==> src/rtl/mac_controller.sv <==
// rtl/mac_controller.sv - sequencer for the 4-bit MAC datapath N-term dot product
//
// Ports:
//   clk, rst        clock (rising edge), asynchronous active-high reset
//   start           job request, honoured only in IDLE
//   abort           synchronous abort, highest priority in every state
//   op_valid        operand source presents A/B on the datapath inputs
//   op_ready        controller takes the operand pair this cycle
//   dp_done         datapath done flag, awaited after the output load
//   dp_cmp          datapath count-compare flag, monitor only
//   load_a..load_out, count_enable
//                   datapath strobes, at most one group per cycle
//   busy            job in progress (low only in IDLE)
//   done            one-cycle job-complete pulse
//   err             sticky error: done timeout or mid-job abort
//   term_cnt        terms accumulated in the current job

module mac_controller #(
  parameter int N_TERMS      = 10,
  parameter int CNT_W        = 4,
  parameter int DONE_TIMEOUT = 4
) (
  input  logic             clk,
  input  logic             rst,
  input  logic             start,
  input  logic             abort,
  input  logic             op_valid,
  output logic             op_ready,
  input  logic             dp_done,
  input  logic             dp_cmp,
  output logic             load_a,
  output logic             load_b,
  output logic             load_m,
  output logic             load_acc,
  output logic             load_out,
  output logic             count_enable,
  output logic             busy,
  output logic             done,
  output logic             err,
  output logic [CNT_W-1:0] term_cnt
);

  localparam int TO_W = (DONE_TIMEOUT > 1) ? $clog2(DONE_TIMEOUT) : 1;

  typedef enum logic [2:0] {
    S_IDLE      = 3'd0,
    S_FETCH     = 3'd1,
    S_MUL       = 3'd2,
    S_ACC       = 3'd3,
    S_OUT       = 3'd4,
    S_WAIT_DONE = 3'd5,
    S_DONE      = 3'd6
  } state_t;

  state_t            state;
  state_t            state_nxt;
  logic [CNT_W-1:0]  term_cnt_r;
  logic              err_r;
  logic [TO_W-1:0]   wait_cnt;
  logic              last_term;
  logic              timeout_hit;
  logic              job_accept;
  logic              mid_job;

  // dp_cmp is a monitor-only flag; sequencing never depends on it.
  logic              unused_dp_cmp;
  assign unused_dp_cmp = dp_cmp;

  assign last_term   = (term_cnt_r + 1'b1) == CNT_W'(N_TERMS);
  // wait_cnt counts cycles already spent in WAIT_DONE, so the last allowed
  // cycle is the one where it equals DONE_TIMEOUT-1.
  assign timeout_hit = (wait_cnt == TO_W'(DONE_TIMEOUT - 1));
  assign job_accept  = (state == S_IDLE) && start && !abort;
  // States in which an abort counts as an interrupted job.
  assign mid_job     = (state == S_FETCH) || (state == S_MUL) || (state == S_ACC) ||
                       (state == S_OUT)   || (state == S_WAIT_DONE);

  // State register.
  always_ff @(posedge clk or posedge rst) begin
    if (rst) begin
      state <= S_IDLE;
    end else begin
      state <= state_nxt;
    end
  end

  // Next-state logic; abort overrides every other transition.
  always_comb begin
    state_nxt = state;
    if (abort) begin
      state_nxt = S_IDLE;
    end else begin
      case (state)
        S_IDLE:      if (start) state_nxt = S_FETCH;
        S_FETCH:     if (op_valid) state_nxt = S_MUL;
        S_MUL:       state_nxt = S_ACC;
        S_ACC:       state_nxt = last_term ? S_OUT : S_FETCH;
        S_OUT:       state_nxt = S_WAIT_DONE;
        S_WAIT_DONE: begin
          if (dp_done) begin
            state_nxt = S_DONE;
          end else if (timeout_hit) begin
            state_nxt = S_IDLE;
          end
        end
        S_DONE:      state_nxt = S_IDLE;
        default:     state_nxt = S_IDLE;
      endcase
    end
  end

  // Term counter, done-wait timer and sticky error.
  always_ff @(posedge clk or posedge rst) begin
    if (rst) begin
      term_cnt_r <= '0;
      err_r      <= 1'b0;
      wait_cnt   <= '0;
    end else begin
      if (job_accept) begin
        term_cnt_r <= '0;
        err_r      <= 1'b0;
      end

      // The datapath accumulates whenever ACC is entered, abort or not, so
      // the count follows it to stay consistent with the accumulator.
      if (state == S_ACC) begin
        term_cnt_r <= term_cnt_r + 1'b1;
      end

      if (state == S_WAIT_DONE) begin
        wait_cnt <= wait_cnt + 1'b1;
      end else begin
        wait_cnt <= '0;
      end

      if (abort && mid_job) begin
        err_r <= 1'b1;
      end else if ((state == S_WAIT_DONE) && !dp_done && timeout_hit) begin
        err_r <= 1'b1;
      end
    end
  end

  // Outputs. Only the operand handshake looks at inputs; every other strobe
  // is a pure decode of the state register.
  always_comb begin
    op_ready     = 1'b0;
    load_a       = 1'b0;
    load_b       = 1'b0;
    load_m       = 1'b0;
    load_acc     = 1'b0;
    load_out     = 1'b0;
    count_enable = 1'b0;
    busy         = (state != S_IDLE);
    done         = (state == S_DONE);
    case (state)
      S_FETCH: begin
        // An abort in FETCH must not accept or load the presented pair.
        op_ready = !abort;
        load_a   = op_valid && !abort;
        load_b   = op_valid && !abort;
      end
      S_MUL:   load_m = 1'b1;
      S_ACC: begin
        load_acc     = 1'b1;
        count_enable = 1'b1;
      end
      S_OUT:   load_out = 1'b1;
      default: ;
    endcase
  end

  assign err      = err_r;
  assign term_cnt = term_cnt_r;

endmodule

==> config.mk <==
export PLATFORM = sky130hd
export DESIGN_NAME = mac_controller
export DESIGN_NICKNAME = d
export VERILOG_FILES = /design/src/rtl/mac_controller.sv
export SDC_FILE = /design/constraint.sdc
export NUM_CORES = 1
export LEC_CHECK = 0
export CELL_PAD_IN_SITES_DETAIL_PLACEMENT = 0
export CELL_PAD_IN_SITES_GLOBAL_PLACEMENT = 1
export CORE_MARGIN = 2
export CORE_UTILIZATION = 30
export CTS_CLUSTER_SIZE = 30
export DETAILED_ROUTE_END_ITERATION = 7
export PLACE_DENSITY = 0.67
export SLEW_MARGIN = 20
export SYNTH_ARGS = -nofsm -noshare
export SYNTH_HDL_FRONTEND = slang
export SYNTH_SLANG_ARGS = --single-unit
==> constraint.sdc <==
create_clock -name clk -period 1.8 [get_ports clk]
set_clock_uncertainty 0.15 [all_clocks]
set_input_delay 0.18 -clock clk [delete_from_list [all_inputs] [get_ports clk]]
set_output_delay 0.18 -clock clk [all_outputs]
set_load 0.005 [all_outputs]
==> metrics.yaml, run 1 <==
synth:
  synthFlopType: "dfrtp_1"
  synth_seq_cells: 10
  yosys.cell_types.count: 36
  synth-edff-count: 0
  synthArstFlopShare_pct: 100.0
  syn_inst: 73
  synth-compound-area-share_pct: 14.62
  synth_top_family_by_area: "simple AND/OR/NAND/NOR gates"
  synthAdderAreaFrac_pct: 5.348
  synthSimpleGateAreaFrac_pct: 30.48
  yosys_warnings: 0
  synth_nets: 83
  syn_area_um2: 701.9
  ys_seq_area_share_pct: 35.65
  synth_mux_area_share_pct: 1.604
  synth_area_per_cell_um2: 9.615
  synth-xor-area-share_pct: 2.496
power_and_ir_drop:
  p_comb_share_pct: 26.4
  pwr-share-clk_pct: 31.8
  leakagePower_nw: 0.4960
  power_density_nw_per_um2: 606.1
  intPower_mw: 0.4601
  switchingPower_mw: 0.1579
  p_sw_share_pct: 25.55
  pwr-share-seq_pct: 41.9
  ir_worst_vdd_mv: 0.4489
clocking:
  clk_latency_ns: 0.26
  clock-sinks: 10
  cts.path.max_buffers: 2
  cts_tree: "done"
  cts_max_level: 1
  path_clk_slew_ns: 0.06
  root_buffer: "clkbuf_4"
  cts_made_buffers: 3
  cts_hold_buffers: 0
place:
  post_dp_cell_area_um2: 919.6
  gp_congestion: 0.7510
  hpwl_um: 1119
  port_buffers: 19
layout:
  n_antenna_cell: 0
  fin_util_pct: 46.10
  n_fill_cell: 224
  final_cell_mix: "10 x clkdlybuf4s50_1, 10 x buf_4, 8 x dfrtp_1"
  final_cell_area_um2: 1020
  final_layout_size_suffix_gt1_share_pct: 32.04
  regArea_um2: 252.7
  area_growth_pct: 45.28
  nNetsFinal: 114
  multi_input_area_um2: 396.6
floorplanning:
  start_util_pct: 31.73
  die_y_um: 52.37
  pin_count: 21
  fp-row-count: 17
  core_um2: 2212
  die_area_um2: 2743
  die_w_um: 52.37
global_routing:
  overflow: 0
  grt_use_total_pct: 12.87
  grt_max_degree: 11
  grt_pass1_vias: 591
  grt_pass1_wl_um: 2566
  antenna_found_initial: 0
timing:
  final_max_slew_viol_count: 0
  period_share_pct: 95.92
  report.final.hold_viol_count: 0
  slew-limit-headroom_pct: 75.70
  fmax_mhz: 579.2
  min_period_ns: 1.727
  setup_viol: 0
  rsz0062_at_grt: "yes"
  worst_pin_slew_ns: 0.3641
setup_path:
  crit_fanout: 6
  crit_type: "register to primary output"
  rrSetupSlack_ns: 0.18
  start_kind: "register"
  r2r_start: "state[1]"
  critPathSlowestCell: "dfrtp_1"
  required_ns: 1.47
  path_cells: "buf_4 -> buf_6 -> nand3b_4 -> clkinv_4 -> dlygate4sd2_1"
  reg2reg_to: "term_cnt[2]"
  r2r_cells: 6
  end_kind: "primary output"
  cpPeakStageDelay_ns: 0.41
  critPathArrivalTime_ns: 1.40
run:
  maxCapViolations: 0
detailed_routing:
  detail_route.iter0.violations: 12
  remaining_drc_errors: 0
  ant_nets: 0
  routedWlPerCell_um: 11.71
  via_per_inst: 4.710
  finalWirelength_um: 1534
  routed-via-count: 617
  first_pass_iters: 4
worst_hold_path:
  holdCritPathClass: "input port to asynchronous set/reset pin"
outcome:
  outcome: "complete, no violations"
==> synthesized netlist by cell type, types with 2 or more instances <==
library cell   n  area share (%)
inv_1          4             2.1
dfrtp_1       10              36
nor3b_1        2             2.1
o21ai_0        3             2.1
o32ai_1        2             2.5
nor3_1         2             1.4
nand2_1        7             3.7
buf_6          2             3.2
o21ai_1        2             1.4
nor2_1         5             2.7
nand2b_1       2             1.8
buf_4          3             3.2
ha_1           3             5.3
a21oi_1        4             2.9
==> cell type report <==
cell class / instances / share of cell area [%]
multi-input cells: 53 / 38.90
repair buffers: 31 / 26.99
well taps: 28 / 3.436
inverters: 5 / 2.331
flip-flops and latches: 10 / 24.79
clock buffers: 4 / 3.558
==> sequential cells by signal, indices dropped and copies added (netlist names) <==
signal	cells
term_cnt	4
state	3
wait_cnt	2
err	1
==> worst max path at each step <==
stage / startpoint / end / slack, ns / cells after the start
floorplan: state[1] / load_b / 0.37 / 5
detailed placement: abort / load_b / -0.008 / 4
global route: state[0] / load_m / -0.01 / 4
finish: state[0] / count_enable / 0.07 / 5
global placement: abort / load_a / 0.02 / 4
CTS: state[0] / load_b / 0.05 / 4
==> kinds of logic after synthesis <==
group	Yosys count
multiplexers	1
AO/OA/AOI/OAI	16
buffers and inverters	10
flip-flops	10
AND/OR/NAND/NOR	31
adder cells (fa/ha/maj)	3
XOR/XNOR	2
==> metal layers <==
metal  global-route usage, %  vias to the layer above  share of wire [%]
met5                       0                        -                  0
met4                   6.410                        0               0.65
met3                   3.429                        2                5.7
met2                   19.38                       18                 46
met1                   16.84                      281                 48
li1                        -                      316                  -
==> power by group through the flow <==
stage          combinational [mW]  sequential, mW  clock, mW
6_report                    0.163           0.259      0.196
5_1_grt                     0.180           0.263      0.217
3_5_place_dp                0.143           0.263          0
3_3_place_gp                0.143           0.263          0
2_1_floorplan              0.0781           0.257          0
4_1_cts                     0.150           0.259      0.206
==> metrics by stage <==
stage / power [mW] / TNS [ns] / setup WS [ns] / cells / hold WS, ns
floorplan: 0.3356 / 0 / 0.3674 / 73 / -0.1298
global placement: 0.4060 / 0 / 0.01902 / 120 / 0.2761
detailed placement: 0.4061 / -0.01016 / -0.007627 / 120 / 0.2756
CTS: 0.6152 / 0 / 0.04635 / 128 / 0.03758
global route: 0.6591 / -0.02736 / -0.01440 / 131 / 0.05989
finish: 0.6181 / 0 / 0.07346 / 131 / 0.03215
==> what timing repair did <==
item	4_1_cts	5_1_grt
setup buffers	5	3
pin swaps	2	1
gates resized for setup	14	6
endpoints found under the setup margin	9	3
endpoints found under the hold margin	0	0
==> worst max-delay path, delay by kind of cell, from the launching register on <==
family | cells | cell delay, ns
simple gates | 1 | 0.11
flops | 1 | 0.41
buf+inv | 4 | 0.61
Note: power is estimated with default switching activity, not from simulation.
==> run 2: changes to the inputs <==
--- a/config.mk
+++ b/config.mk
@@ -9,6 +9,7 @@
 export CELL_PAD_IN_SITES_GLOBAL_PLACEMENT = 1
 export CORE_MARGIN = 2
 export CORE_UTILIZATION = 30
+export CTS_BUF_LIST = sky130_fd_sc_hd__clkbuf_4 sky130_fd_sc_hd__clkbuf_8
 export CTS_CLUSTER_SIZE = 30
 export DETAILED_ROUTE_END_ITERATION = 7
 export PLACE_DENSITY = 0.67
==> results of run 2 <==
The final DEF is identical to that of run 1; final timing and power are the same.
